## config.mk

```make
export PLATFORM = sky130hd
export DESIGN_NAME = inst_fetch_bridge
export DESIGN_NICKNAME = d
export VERILOG_FILES = /design/src/rtl/inst_fetch_bridge.sv
export SDC_FILE = /design/constraint.sdc
export NUM_CORES = 1
export LEC_CHECK = 0
export BUFFER_PORTS_ARGS = -buffer_cell sky130_fd_sc_hd__buf_2
export CAP_MARGIN = 20
export CORE_MARGIN = 3
export CORE_UTILIZATION = 55
export CTS_BUF_LIST = sky130_fd_sc_hd__clkbuf_4 sky130_fd_sc_hd__clkbuf_8
export DETAILED_ROUTE_END_ITERATION = 8
export PLACE_DENSITY = 0.87
export SLEW_MARGIN = 20
export SYNTH_ARGS = -nofsm -noshare
export SYNTH_HDL_FRONTEND = slang
export SYNTH_SLANG_ARGS = --single-unit
```

## constraint.sdc

```tcl
create_clock -name clk -period 6.25 [get_ports clk]
set_clock_uncertainty 0.1 [all_clocks]
set_input_delay 1.25 -clock clk [delete_from_list [all_inputs] [get_ports clk]]
set_output_delay 1.25 -clock clk [all_outputs]
set_load 0.01 [all_outputs]
```

## src/rtl/inst_fetch_bridge.sv

```systemverilog
// Instruction fetch bridge: one-entry line buffer in front of a gnt/rvalid memory bus,
// with a bounded wait that substitutes NOP_INST and pulses fetch_err_o on timeout.
module inst_fetch_bridge #(
    parameter logic [7:0]  TIMEOUT  = 8'd255,
    parameter logic [31:0] NOP_INST = 32'h00000000
) (
    input  logic        clk,
    input  logic        rst,
    input  logic        rom_ce_i,
    input  logic [31:0] rom_addr_i,
    output logic [31:0] rom_data_o,
    output logic        stallreq_o,
    output logic        mem_req_o,
    output logic [31:0] mem_addr_o,
    input  logic        mem_gnt_i,
    input  logic        mem_rvalid_i,
    input  logic [31:0] mem_rdata_i,
    output logic        fetch_err_o,
    output logic [1:0]  dbg_state
);

    // Bus handshake: mem_req_o/mem_addr_o stay stable in REQ until mem_gnt_i is seen;
    // mem_rvalid_i is honoured only in REQ (same-cycle) or WAIT, never in IDLE.
    typedef enum logic [1:0] {
        IDLE = 2'd0,
        REQ  = 2'd1,
        WAIT = 2'd2
    } state_t;

    state_t      state;
    state_t      state_next;
    logic        buf_valid;
    logic [29:0] buf_addr;
    logic [31:0] buf_data;
    logic [29:0] req_addr;
    logic [7:0]  wait_cnt;
    logic        hit;
    logic        miss;
    logic        fill;
    logic        timeout;
    logic [31:0] fill_data;

    assign hit        = rom_ce_i & buf_valid & (rom_addr_i[31:2] == buf_addr);
    assign miss       = rom_ce_i & ~hit;
    // Reset forces every combinational output low regardless of inputs.
    assign rom_data_o = (rst & hit) ? buf_data : 32'h0;
    assign stallreq_o = rst & miss;
    assign mem_req_o  = rst & (state == REQ);
    assign mem_addr_o = mem_req_o ? {req_addr, 2'b00} : 32'h0;
    assign dbg_state  = state;

    always_comb begin
        state_next = state;
        fill       = 1'b0;
        timeout    = 1'b0;
        fill_data  = mem_rdata_i;
        case (state)
            IDLE: begin
                if (miss) state_next = REQ;
            end
            REQ: begin
                if (mem_gnt_i) begin
                    if (mem_rvalid_i) begin
                        fill       = 1'b1;
                        state_next = IDLE;
                    end else begin
                        state_next = WAIT;
                    end
                end
            end
            WAIT: begin
                // rvalid wins over a coinciding timeout.
                if (mem_rvalid_i) begin
                    fill       = 1'b1;
                    state_next = IDLE;
                end else if (({1'b0, wait_cnt} + 9'd1) >= {1'b0, TIMEOUT}) begin
                    fill       = 1'b1;
                    timeout    = 1'b1;
                    fill_data  = NOP_INST;
                    state_next = IDLE;
                end
            end
            default: state_next = IDLE;
        endcase
    end

    always_ff @(posedge clk) begin
        if (!rst) begin
            state       <= IDLE;
            buf_valid   <= 1'b0;
            buf_addr    <= 30'h0;
            buf_data    <= 32'h0;
            req_addr    <= 30'h0;
            wait_cnt    <= 8'h0;
            fetch_err_o <= 1'b0;
        end else begin
            state       <= state_next;
            fetch_err_o <= timeout;
            if (state == IDLE && miss) req_addr <= rom_addr_i[31:2];
            if (state == REQ) begin
                wait_cnt <= 8'h0;
            end else if (state == WAIT && !mem_rvalid_i) begin
                wait_cnt <= wait_cnt + 8'd1;
            end
            if (fill) begin
                buf_valid <= 1'b1;
                buf_addr  <= req_addr;
                buf_data  <= fill_data;
            end
        end
    end

endmodule

```

==> results of run 1 <==
## worst register-to-register path, cell delays in order, from the launching register on
cell	delay (ns)
dfxtp_1	0.35
inv_1	0.08
ha_1	0.82
a31oi_1	0.19
nor2b_1	0.18
o21a_2	0.87
nor2_4	0.35
a22o_1	0.30
## layout make-up
cell class,count,area (um^2),area share
multi-input cells,349,2230,0.416
repair buffers,137,718,0.134
well taps,102,128,0.0238
clock inverters,7,61.3,0.0114
clock buffers,9,124,0.0231
inverters,5,18.8,0.00350
flip-flops and latches,104,2080,0.388
## placed cells by master, fill, tap and decap left out, types with 2 or more instances in the layout
master      instances
o21ai_0            32
o211a_1             2
clkbuf_8            9
nand3_1            33
buf_2             132
inv_1               4
a22o_1             32
a21oi_1             3
and3_1             65
xor2_1             36
mux2i_1            31
dfxtp_1           104
nor2_1             43
conb_1              2
xnor2_1             2
buf_4               4
inv_6               4
nand4_1             3
ha_1                5
nand2_1            38
nor4_1              7
nor2b_1             2
clkinvlp_4          2
## how the worst min path moves through the flow
stage	end	cells past startpoint
after detailed placement	buf_data[24]$_SDFFE_PN0P_	1
after floorplan	buf_data[0]$_SDFFE_PN0P_	1
final	buf_data[23]$_SDFFE_PN0P_	1
after CTS	buf_data[24]$_SDFFE_PN0P_	1
after global placement	buf_data[18]$_SDFFE_PN0P_	1
after global routing	buf_data[29]$_SDFFE_PN0P_	1
## registers in the layout, summed over array words and instances (netlist names)
signal,count
req_addr,30
buf_data,32
dbg_state,2
buf_addr,30
buf_valid,1
fetch_err_o,1
wait_cnt,8
## power by group through the flow
| stage | clock network, mW | logic, mW | registers, mW |
|---|---|---|---|
| global placement | 0 | 0.128 | 0.708 |
| floorplan | 0 | 0.0923 | 0.706 |
| CTS | 0.408 | 0.133 | 0.694 |
| detailed placement | 0 | 0.132 | 0.709 |
| global route | 0.435 | 0.149 | 0.697 |
| finish | 0.401 | 0.134 | 0.695 |
## cells by family after synthesis
| family | count (synthesis) | synth area share |
|---|---|---|
| other cells | 1 | 0.000824 |
| buf+inv | 48 | 0.0544 |
| flops | 104 | 0.457 |
| compound gates | 76 | 0.115 |
| mux | 31 | 0.0682 |
| xor+xnor | 38 | 0.0731 |
| simple gates | 197 | 0.217 |
| fa+ha+maj | 5 | 0.0137 |
## layer usage
metal  vias up  part of all wire
met2       140              0.46
met4         2             0.019
met1      1844              0.44
met5         -            0.0018
met3        18             0.072
li1       1945                 -
## stage by stage
stage           util  power, mW  hold WS, ns
6_report       0.680       1.23        0.378
3_3_place_gp   0.653      0.836        0.348
3_5_place_dp   0.653      0.841        0.346
5_1_grt        0.680       1.28        0.391
4_1_cts        0.677       1.24        0.379
2_1_floorplan      -      0.799        0.334
==> run_results.csv, run 1 <==
group,metric,value,unit
outcome,status,"finished clean",
critical_path,reg2reg_setup_slack,2.91,ns
clock_tree,cts.path.max_buffers,2,
routing,drt-vias-per-instance,5.54,
power_and_ir_drop,swShare,0.276,
global_route,use_met2,0.378,
critical_path,r2r-end,"buf_data[28]$_SDFFE_PN0P_",
synth,synth_common_cells,"dfxtp_1, and3_1, nor2_1",
clock_tree,cts_buffers,9,
power_and_ir_drop,power_frac_seq,0.565,
routing,drc,0,
die,rows,32,
synth,synth_most_common_cell,"dfxtp_1",
final_layout,fin_nets,680,
global_route,grt_pass1_wl,18100,um
global_route,met1_usage,0.293,
synth,synth_cells,500,
routing,vias,3949,
power_and_ir_drop,pwr-share-comb,0.109,
sta,period_minus_slack,4.27,ns
synth,syn-cell-area,0.00455,mm^2
synth,synthArstFlopShare,0,
power_and_ir_drop,vdd_drop_max,140,uV
placement,pre_cts_ws,1.99,ns
die,start_util,0.577,
critical_path,cp_data_required_time,4.90,ns
placement,place_area,0.00515,mm^2
routing,ant_nets,0,
sta,hold_viol_final,0,
critical_path,crit_arrival,2.92,ns
clock_tree,cts.sinks,104,
die,die_h,97.0,um
critical_path,critical-path-max-stage-delay,0.40,ns
critical_path,path_buf_inv,3,
synth,ys_warn_count,0,
synth,seq_area_frac_synth,0.457,
power_and_ir_drop,p_int,0.891,mW
sta,worstMarginPinSlew,1.07,ns
final_layout,fin_area,0.00537,mm^2
critical_path,r2r-start,"dbg_state[1]$_SDFFE_PN0P_",
final_layout,fill_cells,632,
global_route,track_usage,0.230,
clock_tree,ctsResizeCount,0,
power_and_ir_drop,netSwitchingPower,0.339,mW
synth,ys_top_cells_by_area,"dfxtp_1, and3_1, xor2_1",
placement,gp_congestion,0.874,
synth,ys.flop_type,"dfxtp_1",
worst_hold_path,min_path_type,"flop to flop",
critical_path,crit_fanout,32,
power_and_ir_drop,clock_power_share,0.326,
routing,drt_iter0_markers,148,
die,die_x,97.0,um
synth,yosysTopAreaCell,"dfxtp_1",
worst_hold_path,hp-start,"buf_data[23]$_SDFFE_PN0P_",
critical_path,crit_path_start,"rom_addr_i[22]",
sta,period_share,0.683,
run,drv_cap,0,
placement,portBuffers,133,
critical_path,crit_top_cell,"buf_2",
global_route,grt_pass1_vias,3848,
critical_path,rr_worst_depth,7,
final_layout,instances_no_fill,713,
critical_path,crit_cells,8,
sta,drv_slew,0,
final_layout,synthToLayoutAreaGrowth,17.9,%
critical_path,crit_chain,"buf_2 -> xor2_1 -> nor4_1 -> nand4_1 -> nor2_1 -> buf_4 -> and3_1 -> buf_2",
critical_path,crit_end,"rom_data_o[26]",
synth,ys_seq_elements,104,
sta,max_freq,234,MHz
clock_tree,hold_buffers,0,
global_route,busiest_layer,"met2",
final_layout,final_layout_size_suffix_gt1_frac,0.255,
placement,dp_hpwl,7400,um
synth,synth_edf_count,0,
clock_tree,cts-root-buf,"clkbuf_8",
critical_path,start_kind,"input port",
clock_tree,htreeDepth,3,
sta,rsz0062_at_grt,"false",
global_route,grtUsageMet3,0.0555,
synth,synth_top_area_frac,0.457,
global_route,gr-total-overflow,0,
placement,place_inst,696,
die,coreArea,0.00789,mm^2
clock_tree,cts_setup_buffers,0,
die,ios,138,
power_and_ir_drop,powerDensity,229,mW/mm^2
routing,first_pass_iters,4,
critical_path,cp-end-kind,"output pin",
synth,syn_area_per_cell,9.11,um^2
final_layout,insertedDiodeCount,0,
critical_path,slowest_stage,"nor4_1",
sta,setup_viol,0,
global_route,antenna_found_initial,1,
clock_tree,cts_tree,"yes",
sta,maxSlewHeadroom,0.286,
clock_tree,clock_latency,0.37,ns
synth,ys_types,37,
die,die-area,0.00941,mm^2
clock_tree,clkTransAtPathRegs,0.10,ns
critical_path,path_delay_family,"simple AND/OR/NAND/NOR gates",
power_and_ir_drop,p_leak,2.71,nW
critical_path,path_class,"input port to output pin",
routing,routed_wl,11000,um
global_route,grt_start_max_net_pins,129,
routing,routedWlPerCell,15.4,um
sta,finalSetupTns,0,ns
sta,setup_ws,1.98,ns
Note: power is estimated with default switching activity, not from simulation.
==> run 2: changes to the inputs <==
Settings changed: ABC_AREA set to 1, CORE_UTILIZATION 55 to 54, PLACE_DENSITY 0.87 to 0.84.
Clock period 6.25 ns to 4.3 ns, I/O delays scaled along.
==> run 2 against run 1 <==
Global-route usage decreased by 1.9 points. Largest power group unchanged. Combinational power increased to 5.3 times the previous value. Sequential share of layout area decreased by 3.2 points. Critical path type unchanged. Die area increased by 12%.
==> run_results.csv, run 2 <==
group,metric,value,unit
synth,ys_warn_count,0,
critical_path,path_class,"input port to output pin",
global_route,grt_pass1_vias,4167,
synth,synth_edf_count,0,
critical_path,crit_fanout,32,
critical_path,crit_arrival,2.24,ns
final_layout,mostFrequentLayoutCell,"nand2_1",
clock_tree,cts-root-buf,"clkbuf_8",
sta,setup_viol,0,
sta,period_share,0.745,
sta,finalSetupTns,0,ns
synth,ys.flop_type,"dfxtp_1",
synth,ys_top_cells_by_area,"dfxtp_1, nand2_1, inv_1",
critical_path,cp-end-kind,"output pin",
die,die_x,103,um
routing,first_pass_iters,4,
synth,synth_cells,760,
sta,hold_viol_final,0,
global_route,antenna_found_initial,0,
power_and_ir_drop,pwr-share-comb,0.285,
worst_hold_path,min_path_type,"flop to flop",
critical_path,reg2reg_setup_slack,1.76,ns
synth,synth_most_common_cell,"nand2_1",
final_layout,largest_reg_flops,32,
worst_hold_path,hp-start,"buf_data[22]$_SDFFE_PN0P_",
sta,maxSlewHeadroom,0.448,
placement,portBuffers,133,
clock_tree,htreeDepth,3,
clock_tree,cts_setup_buffers,0,
outcome,status,"finished clean",
synth,synthArstFlopShare,0,
global_route,gr-total-overflow,0,
routing,drt_iter0_markers,164,
power_and_ir_drop,finalPower,2.50,mW
final_layout,insertedDiodeCount,0,
die,ios,138,
clock_tree,ctsResizeCount,0,
power_and_ir_drop,p_leak,2.69,nW
routing,routed_wl,11300,um
clock_tree,cts.path.max_buffers,2,
clock_tree,clkTransAtPathRegs,0.09,ns
synth,yosysTopAreaCell,"dfxtp_1",
die,die-area,0.0105,mm^2
sta,drv_slew,0,
critical_path,r2r-start,"wait_cnt[0]$_SDFFE_PP0P_",
critical_path,r2r-end,"buf_addr[4]$_SDFFE_PN0P_",
final_layout,top_register,"buf_data",
die,start_util,0.567,
sta,worstMarginPinSlew,0.828,ns
final_layout,layout_common_cells,"nand2_1, inv_1, buf_2",
critical_path,cp_data_required_time,3.34,ns
synth,synth_common_cells,"nand2_1, inv_1, nor2_1",
routing,ant_nets,0,
synth,ys_types,27,
placement,dp_hpwl,7850,um
run,drv_cap,0,
routing,vias,4775,
global_route,grt_pass1_wl,18000,um
synth,syn_area_per_cell,6.63,um^2
clock_tree,hold_buffers,0,
routing,drc,0,
final_layout,synthToLayoutAreaGrowth,16.1,%
die,rows,34,
synth,syn-cell-area,0.00504,mm^2
die,die_h,103,um
final_layout,fin_nets,945,
routing,routedWlPerCell,11.5,um
power_and_ir_drop,p_int,1.63,mW
synth,synth_top_area_frac,0.413,
critical_path,start_kind,"input port",
sta,max_freq,312,MHz
final_layout,reg_top3,"buf_data x32, buf_addr x30, req_addr x30",
clock_tree,cts_buffers,9,
clock_tree,clock_latency,0.36,ns
global_route,grt_start_max_net_pins,84,
placement,gp_congestion,0.841,
power_and_ir_drop,netSwitchingPower,0.865,mW
power_and_ir_drop,power_frac_seq,0.490,
sta,period_minus_slack,3.20,ns
power_and_ir_drop,clock_power_share,0.224,
clock_tree,cts.sinks,104,
routing,drt-vias-per-instance,4.85,
power_and_ir_drop,swShare,0.346,
sta,rsz0062_at_grt,"false",
die,coreArea,0.00889,mm^2
global_route,track_usage,0.211,
critical_path,crit_end,"rom_data_o[1]",
critical_path,crit_path_start,"rom_addr_i[16]",
critical_path,rr_worst_depth,13,
synth,seq_area_frac_synth,0.413,
synth,ys_seq_elements,104,
clock_tree,cts_tree,"yes",
power_and_ir_drop,vdd_drop_max,241,uV
power_and_ir_drop,powerDensity,427,mW/mm^2
final_layout,final_layout_size_suffix_gt1_frac,0.188,
==> run 2: cells by family after synthesis <==
group,share of synthesized area
buf+inv,0.156
compound gates,0.161
flops,0.413
other cells,0.000744
fa+ha+maj,0.0124
simple gates,0.243
xor+xnor,0.0139
==> run 2: power groups by stage <==
stage | Combinational (mW) | Sequential (mW) | Clock (mW)
global placement | 0.670 | 1.24 | 0
floorplan | 0.543 | 1.23 | 0
detailed placement | 0.687 | 1.25 | 0
finish | 0.713 | 1.22 | 0.561
CTS | 0.692 | 1.22 | 0.576
global route | 0.821 | 1.25 | 0.611
==> run 2: per-layer routing <==
metal,vias up,wire [um],global-route usage
met4,0,175,0.0545
met2,96,5580,0.380
met3,14,510,0.0460
li1,2566,-,-
met5,-,0,0
met1,2099,5070,0.255
==> run 2: cell type report <==
class	count	area, um^2
clock buffers	12	153
multi-input cells	475	2180
well taps	108	135
repair buffers	141	746
flip-flops and latches	104	2080
inverters	140	527
clock inverters	4	30.0
fillers	869	3040
==> run 2: worst min-delay path by stage <==
stage                     slack (ns)                         to  cells past startpoint
after global routing            0.39  buf_data[23]$_SDFFE_PN0P_                      2
after global placement          0.35     buf_valid$_SDFFE_PN0P_                      2
after floorplan                 0.34     buf_valid$_SDFFE_PN0P_                      2
final                           0.37  buf_data[22]$_SDFFE_PN0P_                      2
after CTS                       0.37   buf_data[8]$_SDFFE_PN0P_                      2
after detailed placement        0.36   req_addr[2]$_SDFFE_PN0P_                      2
==> run 2: stage by stage <==
| stage | setup slack, ns | util | hold slack (ns) | area (um^2) | cells |
|---|---|---|---|---|---|
| detailed placement | 1.07 | 0.635 | 0.355 | 5640 | 967 |
| floorplan | 1.50 | - | 0.340 | 5050 | 761 |
| global placement | 1.07 | 0.635 | 0.349 | 5640 | 967 |
| CTS | 1.06 | 0.655 | 0.370 | 5830 | 983 |
| global route | 0.895 | 0.658 | 0.387 | 5850 | 984 |
| finish | 1.10 | 0.658 | 0.367 | 5850 | 984 |
==> run 2: critical path: stages <==
cell and delay, ns:
buf_2 0.12, xnor2_1 0.24, nand2_1 0.08, nor2_1 0.10, nand2_1 0.05, nor2_1 0.16, nand3_1 0.09, buf_4 0.24
nor2_1 0.14, buf_2 0.15
